$ cat src/rtl/ahb_slave_if_param_if.sv
// ahb_slave_if_param_if
// AHB-Lite bus signals between an AHB master/interconnect and the bridge slave
// front-end.
//   master modport: drives hwrite, hreadyin, htrans, haddr, hwdata;
//                   receives hrdata, hresp, hreadyout
//   slave modport : the reverse direction of every signal
interface ahb_slave_if_param_if #(
  parameter int ADDR_W = 32,
  parameter int DATA_W = 32
);
  logic              hwrite;
  logic              hreadyin;
  logic [1:0]        htrans;
  logic [ADDR_W-1:0] haddr;
  logic [DATA_W-1:0] hwdata;
  logic [DATA_W-1:0] hrdata;
  logic              hresp;
  logic              hreadyout;

  modport master (
    output hwrite, hreadyin, htrans, haddr, hwdata,
    input  hrdata, hresp, hreadyout
  );

  modport slave (
    input  hwrite, hreadyin, htrans, haddr, hwdata,
    output hrdata, hresp, hreadyout
  );
endinterface

$ cat src/rtl/ahb_slave_if_param.sv
// ahb_slave_if_param
// AHB-Lite slave front-end of the AHB-to-APB bridge. Decodes transfers into
// NUM_SEL equal-sized APB regions, pipelines address/data/write PIPE_DEPTH
// stages deep (advancing only on hreadyin) and answers out-of-range
// NONSEQ/SEQ transfers with a two-cycle AHB ERROR response.
// Ports:
//   hclk, hreset : clock, synchronous active-high reset
//   bus          : AHB slave modport (hwrite, hreadyin, htrans, haddr, hwdata
//                  in; hrdata, hresp, hreadyout out)
//   prdata       : APB read data, forwarded unregistered as hrdata
//   haddr_p, hwdata_p, hwrite_p : pipelines, stage 0 newest, stage k at
//                  [k*W +: W]
//   valid        : in-range transfer accepted this cycle (combinational)
//   temp_selx    : one-hot region decode of haddr (combinational)
//   selx_q       : temp_selx captured on valid cycles
// Optional build macro AHB_SLV_STATS_EN adds saturating 16-bit counters
// xfer_cnt (valid cycles) and err_cnt (error sequences started).
module ahb_slave_if_param #(
  parameter int          ADDR_W      = 32,
  parameter int          DATA_W      = 32,
  parameter int          NUM_SEL     = 3,
  parameter logic [31:0] BASE_ADDR   = 32'h8000_0000,
  parameter logic [31:0] REGION_SIZE = 32'h0400_0000,
  parameter int          PIPE_DEPTH  = 2
) (
  input  logic                         hclk,
  input  logic                         hreset,
  ahb_slave_if_param_if.slave          bus,
  input  logic [DATA_W-1:0]            prdata,
  output logic [ADDR_W*PIPE_DEPTH-1:0] haddr_p,
  output logic [DATA_W*PIPE_DEPTH-1:0] hwdata_p,
  output logic [PIPE_DEPTH-1:0]        hwrite_p,
`ifdef AHB_SLV_STATS_EN
  output logic [15:0]                  xfer_cnt,
  output logic [15:0]                  err_cnt,
`endif
  output logic                         valid,
  output logic [NUM_SEL-1:0]           temp_selx,
  output logic [NUM_SEL-1:0]           selx_q
);

  // Four spare bits keep BASE + NUM_SEL*REGION_SIZE from wrapping.
  localparam int EXT_W = ADDR_W + 4;
  localparam logic [EXT_W-1:0] BASE_EXT = EXT_W'(BASE_ADDR);
  localparam logic [EXT_W-1:0] SIZE_EXT = EXT_W'(REGION_SIZE);
  localparam logic [EXT_W-1:0] TOP_EXT  = BASE_EXT + EXT_W'(NUM_SEL) * SIZE_EXT;

  typedef enum logic [1:0] {
    ST_IDLE = 2'd0,
    ST_ERR1 = 2'd1,
    ST_ERR2 = 2'd2
  } state_t;

  state_t           state;
  logic [EXT_W-1:0] addr_ext;
  logic             in_range;
  logic             active;
  logic             err_start;

  assign addr_ext  = EXT_W'(bus.haddr);
  assign in_range  = (addr_ext >= BASE_EXT) && (addr_ext < TOP_EXT);
  assign active    = bus.hreadyin && bus.htrans[1];
  assign valid     = active && in_range && (state == ST_IDLE);
  assign err_start = active && !in_range && (state == ST_IDLE);
  assign bus.hrdata = prdata;

  // Region decode: each bit tests its own half-open window, so at most one is set.
  always_comb begin
    temp_selx = {NUM_SEL{1'b0}};
    for (int i = 0; i < NUM_SEL; i++) begin
      if ((addr_ext >= BASE_EXT + EXT_W'(i) * SIZE_EXT) &&
          (addr_ext <  BASE_EXT + EXT_W'(i + 1) * SIZE_EXT)) begin
        temp_selx[i] = 1'b1;
      end else begin
        temp_selx[i] = 1'b0;
      end
    end
  end

  // Address/data/write pipelines, shifted only while the bus is ready.
  always_ff @(posedge hclk) begin
    if (hreset) begin
      haddr_p  <= {(ADDR_W*PIPE_DEPTH){1'b0}};
      hwdata_p <= {(DATA_W*PIPE_DEPTH){1'b0}};
      hwrite_p <= {PIPE_DEPTH{1'b0}};
    end else if (bus.hreadyin) begin
      haddr_p[ADDR_W-1:0]  <= bus.haddr;
      hwdata_p[DATA_W-1:0] <= bus.hwdata;
      hwrite_p[0]          <= bus.hwrite;
      for (int k = 1; k < PIPE_DEPTH; k++) begin
        haddr_p[k*ADDR_W +: ADDR_W]  <= haddr_p[(k-1)*ADDR_W +: ADDR_W];
        hwdata_p[k*DATA_W +: DATA_W] <= hwdata_p[(k-1)*DATA_W +: DATA_W];
        hwrite_p[k]                  <= hwrite_p[k-1];
      end
    end
  end

  // Region select capture for accepted transfers.
  always_ff @(posedge hclk) begin
    if (hreset) begin
      selx_q <= {NUM_SEL{1'b0}};
    end else if (valid) begin
      selx_q <= temp_selx;
    end
  end

  // Error-response FSM; hresp/hreadyout are loaded with the next state's values.
  always_ff @(posedge hclk) begin
    if (hreset) begin
      state         <= ST_IDLE;
      bus.hresp     <= 1'b0;
      bus.hreadyout <= 1'b1;
    end else begin
      case (state)
        ST_IDLE: begin
          if (err_start) begin
            state         <= ST_ERR1;
            bus.hresp     <= 1'b1;
            bus.hreadyout <= 1'b0;
          end else begin
            bus.hresp     <= 1'b0;
            bus.hreadyout <= 1'b1;
          end
        end
        // A master cancel during the first error cycle cannot cut it short.
        ST_ERR1: begin
          state         <= ST_ERR2;
          bus.hresp     <= 1'b1;
          bus.hreadyout <= 1'b1;
        end
        ST_ERR2: begin
          state         <= ST_IDLE;
          bus.hresp     <= 1'b0;
          bus.hreadyout <= 1'b1;
        end
        default: begin
          state         <= ST_IDLE;
          bus.hresp     <= 1'b0;
          bus.hreadyout <= 1'b1;
        end
      endcase
    end
  end

`ifdef AHB_SLV_STATS_EN
  // Saturating transfer and error-sequence counters.
  always_ff @(posedge hclk) begin
    if (hreset) begin
      xfer_cnt <= 16'd0;
      err_cnt  <= 16'd0;
    end else begin
      if (valid && (xfer_cnt != 16'hFFFF)) begin
        xfer_cnt <= xfer_cnt + 16'd1;
      end
      if (err_start && (err_cnt != 16'hFFFF)) begin
        err_cnt <= err_cnt + 16'd1;
      end
    end
  end
`endif

endmodule

$ cat src/flat_wrapper.sv
// flat-port wrapper written by rule: the top's interface ports become plain ports
module ahb_slave_if_param_flat 
#(
  parameter int          ADDR_W      = 32,
  parameter int          DATA_W      = 32,
  parameter int          NUM_SEL     = 3,
  parameter logic [31:0] BASE_ADDR   = 32'h8000_0000,
  parameter logic [31:0] REGION_SIZE = 32'h0400_0000,
  parameter int          PIPE_DEPTH  = 2
)
  (hclk, hreset, prdata, haddr_p, hwdata_p, hwrite_p, valid, temp_selx, selx_q, bus_hwrite, bus_hreadyin, bus_htrans, bus_haddr, bus_hwdata, bus_hrdata, bus_hresp, bus_hreadyout);
  ahb_slave_if_param_if #(.ADDR_W(ADDR_W), .DATA_W(DATA_W)) bus_i ();
  input  logic hclk;
  input  logic hreset;
  input  logic [DATA_W-1:0] prdata;
  output logic [ADDR_W*PIPE_DEPTH-1:0] haddr_p;
  output logic [DATA_W*PIPE_DEPTH-1:0] hwdata_p;
  output logic [PIPE_DEPTH-1:0] hwrite_p;
  output logic valid;
  output logic [NUM_SEL-1:0] temp_selx;
  output logic [NUM_SEL-1:0] selx_q;
  input wire logic [$bits(bus_i.hwrite)-1:0] bus_hwrite;
  input wire logic [$bits(bus_i.hreadyin)-1:0] bus_hreadyin;
  input wire logic [$bits(bus_i.htrans)-1:0] bus_htrans;
  input wire logic [$bits(bus_i.haddr)-1:0] bus_haddr;
  input wire logic [$bits(bus_i.hwdata)-1:0] bus_hwdata;
  output wire logic [$bits(bus_i.hrdata)-1:0] bus_hrdata;
  output wire logic [$bits(bus_i.hresp)-1:0] bus_hresp;
  output wire logic [$bits(bus_i.hreadyout)-1:0] bus_hreadyout;
  assign bus_i.hwrite = bus_hwrite;
  assign bus_i.hreadyin = bus_hreadyin;
  assign bus_i.htrans = bus_htrans;
  assign bus_i.haddr = bus_haddr;
  assign bus_i.hwdata = bus_hwdata;
  assign bus_hrdata = bus_i.hrdata;
  assign bus_hresp = bus_i.hresp;
  assign bus_hreadyout = bus_i.hreadyout;
  ahb_slave_if_param #(.ADDR_W(ADDR_W), .DATA_W(DATA_W), .NUM_SEL(NUM_SEL), .BASE_ADDR(BASE_ADDR), .REGION_SIZE(REGION_SIZE), .PIPE_DEPTH(PIPE_DEPTH)) u_core (.hclk(hclk), .hreset(hreset), .bus(bus_i), .prdata(prdata), .haddr_p(haddr_p), .hwdata_p(hwdata_p), .hwrite_p(hwrite_p), .valid(valid), .temp_selx(temp_selx), .selx_q(selx_q));
endmodule
$ cat config.mk
export PLATFORM = sky130hd
export DESIGN_NAME = ahb_slave_if_param_flat
export DESIGN_NICKNAME = d
export VERILOG_FILES = /design/src/rtl/ahb_slave_if_param_if.sv /design/src/rtl/ahb_slave_if_param.sv /design/src/flat_wrapper.sv
export SDC_FILE = /design/constraint.sdc
export NUM_CORES = 1
export LEC_CHECK = 0
export ABC_AREA = 1
export CORE_MARGIN = 2
export CORE_UTILIZATION = 35
export CTS_CLUSTER_SIZE = 25
export DETAILED_ROUTE_END_ITERATION = 10
export GPL_TIMING_DRIVEN = 0
export PLACE_DENSITY_LB_ADDON = 0.08
export SLEW_MARGIN = 10
export SYNTH_ARGS = -nofsm -noshare
export SYNTH_HDL_FRONTEND = slang
export SYNTH_SLANG_ARGS = --single-unit
$ cat constraint.sdc
create_clock -name hclk -period 1 [get_ports hclk]
set_input_delay 0.2 -clock hclk [delete_from_list [all_inputs] [get_ports hclk]]
set_output_delay 0.2 -clock hclk [all_outputs]
set_load 0.005 [all_outputs]
==> results.py <==
metrics = {
    "run_status": {
        "outcome": "finished, violations left",
        "failed_checks": "setup timing",
    },
    "cells_and_area": {
        "fill_cells": 1313,
        "instances_no_fill": 1175,
        "postLayoutCoreUtil_pct": 62.5,
        "antenna_cells": 0,
        "layout_common_cells": "nor2_1, dfxtp_2, o21ai_0",
        "drive_gt1_share_pct": 48.7,
        "layout_commonest_cell": "nor2_1",
        "finalNetCount": 1081,
        "area_growth_pct": 75.2,
    },
    "critical_path": {
        "reg2reg_to": "u_core.selx_q[0]$_SDFFE_PP0P_",
        "r2r_start": "u_core.state[1]$_SDFFE_PP0P_",
        "worst_ep_arrival_time_ps": 1170,
        "criticalPathCategory": "reg -> out",
        "critPathCaptureType": "output port",
        "crit_buf_inv": 2,
        "startpoint_type": "flop",
        "worstPathCellList": "inv_2 -> nand4_4 -> nor2_4 -> buf_2",
        "cp_top_family": "flip-flops",
        "crit_required_ps": 800,
        "crit_slowest_cell": "dfxtp_1",
        "ff2ff_path_depth": 8,
        "cp_max_fo": 4,
        "cpPeakStageDelay_ps": 310,
        "reg2reg_setup_slack_ps": -140,
    },
    "worst_hold_path": {
        "min_to": "u_core.haddr_p[29]$_SDFFE_PP0P_",
        "hold_depth": 4,
        "worstHoldStart": "bus_haddr[29]",
        "hp-class": "in -> reg",
    },
    "drt": {
        "route.vias.total": 5442,
        "avgRoutedWirePerCell_um": 15.7,
        "drc_errors": 0,
        "antenna_left": 0,
        "drt-pass1-iter-count": 4,
        "drt-initial-drc-count": 256,
        "via_per_inst": 4.63,
        "wl_mm": 18.5,
    },
    "yosys": {
        "syn-num-nets": 744,
        "syn_area_per_cell_sq_um": 8.01,
        "ys_seq_area_share_pct": 53.3,
        "synth_top_area_cell": "dfxtp_1",
        "synthCells": 642,
        "ys_seq_elements": 137,
        "netlist_top_cells_area": "dfxtp_1, nor2_1, o21ai_0, buf_4, buf_6",
        "synth_top_area_share_pct": 53.3,
        "synth_enable_flop_cells": 0,
        "netlist_area_sq_um": 5140,
        "async_flop_share_pct": 0,
        "synthFlopType": "dfxtp_1",
        "ys_warn_count": 0,
        "yosysUniqueCellTypes": 23,
    },
    "global_routing": {
        "track_usage_pct": 23.0,
        "overflow": 0,
        "grt_first_pass_wirelength_mm": 28.3,
        "grt_max_degree": 17,
        "grt_pass1_vias": 5281,
        "antenna_found_initial": 0,
    },
    "die": {
        "core_sq_um": 14400,
        "die_w_um": 125,
        "ios": 273,
        "fp.dieH_um": 125,
        "start_util_pct": 35.7,
        "row_count": 44,
        "die_area_sq_um": 15700,
    },
    "timing": {
        "setup_viol": 144,
        "hold-worst-slack_ps": 105,
        "fin_skew_ps": 5.83,
        "fin_crit_ps": 1370,
        "setup_tns_ps": -7490,
        "timing.fmax_mhz": 732,
        "hold_violations": 0,
        "max_slew_margin_pct": 62.8,
        "timing.final.ws_setup_ps": -365,
        "period_share_pct": 137,
        "rsz0062_at_grt": "yes",
        "tightest_slew_ps": 558,
        "finalMaxSlewViolations": 0,
    },
    "cts": {
        "clk_path_buf_depth": 2,
        "clock_latency_ps": 420,
        "cts.sinks": 137,
        "tritoncts": "built",
        "hold_buffers": 0,
        "root_buffer": "clkbuf_16",
        "cts_htree_levels": 4,
        "cts_made_buffers": 17,
        "clkTransAtPathRegs_ps": 60,
    },
    "power_and_ir_drop": {
        "power.leakage_nw": 4.25,
        "total_power_mw": 14.8,
        "p_per_area_nw_per_um2": 1640,
        "vdd_drop_max_mv": 1.06,
    },
    "flow_run": {
        "cap_violations": 0,
    },
    "placed_design": {
        "dp_cells": 1064,
        "io_buffers": 238,
        "gp_congestion": 0.787,
        "place_hpwl_mm": 12.3,
    },
}
-- final cells by class --
cell class	count	area [sq um]	share of cell area, %
sequential	137	2920	32.4
timing repair buffer	319	2780	30.9
multi-input combinational	418	1860	20.6
buffer	74	582	6.45
clock buffer	24	502	5.57
tap	184	230	2.55
clock inverter	7	90.1	0.999
inverter	12	52.6	0.583
-- timing repair --
item	in CTS	in global routing
pin swaps	7	6
setup endpoints to repair	275	182
buffers inserted	69	12
resized for setup	794	51
-- metrics by stage --
step	setup WS (ps)	area, sq um
floorplan	11.0	5140
global placement	-1040	7760
detailed placement	-1020	7760
finish	-365	9010
global route	-438	9010
CTS	-382	8730
-- routing by layer --
| layer | part of all wire (%) | up-vias | track usage (%) |
|---|---|---|---|
| li1 | - | 2696 | - |
| met1 | 41 | 2528 | 26.7 |
| met2 | 49 | 194 | 39.3 |
| met3 | 8.4 | 24 | 8.69 |
| met4 | 1.6 | 0 | 7.58 |
| met5 | 0 | - | 0 |
-- tightest hold or removal path: stages --
cell,delay (ps)
buf_8,80
buf_4,100
nor2_1,40
nor2_1,80
-- report_power, final --
part | switching, mW | leakage (nW) | internal, mW
Clock | 2.25 | 0.288 | 3.97
Combinational | 1.01 | 2.78 | 1.45
Sequential | 0.234 | 1.18 | 5.89
Total | 3.50 | 4.25 | 11.3
-- cells by family after synthesis --
| group | synth area share (%) |
|---|---|
| flops | 53.3 |
| simple gates | 21.8 |
| compound gates | 13.3 |
| buf+inv | 11.5 |
-- flip-flops by register name, indices dropped and copies added, names as in the netlist --
name	count
u_core.haddr_p	64
u_core.hwdata_p	64
u_core.selx_q	3
u_core.hwrite_p	2
u_core.state	2
u_core.bus.hreadyout	1
u_core.bus.hresp	1
-- worst max path at each step --
stage,start,end,cells after the start
after floorplan,bus_haddr[28],temp_selx[0],5
after global placement,bus_haddr[28],temp_selx[0],7
after detailed placement,bus_haddr[29],temp_selx[0],7
after CTS,u_core.state[1]$_SDFFE_PP0P_,valid,4
after global routing,u_core.state[1]$_SDFFE_PP0P_,valid,4
final,u_core.state[1]$_SDFFE_PP0P_,valid,4
-- synth_stat cells, types with 2 or more instances --
master      n
a21oi_1     2
nor2_2     10
nand3_1     2
inv_1      10
nor2_1    253
clkbuf_1   20
o21bai_1    2
o21ai_0   132
nand2_1    12
buf_4      33
clkbuf_2    5
dfxtp_1   137
buf_6      14
No activity file was read; power rests on OpenSTA's default activity.
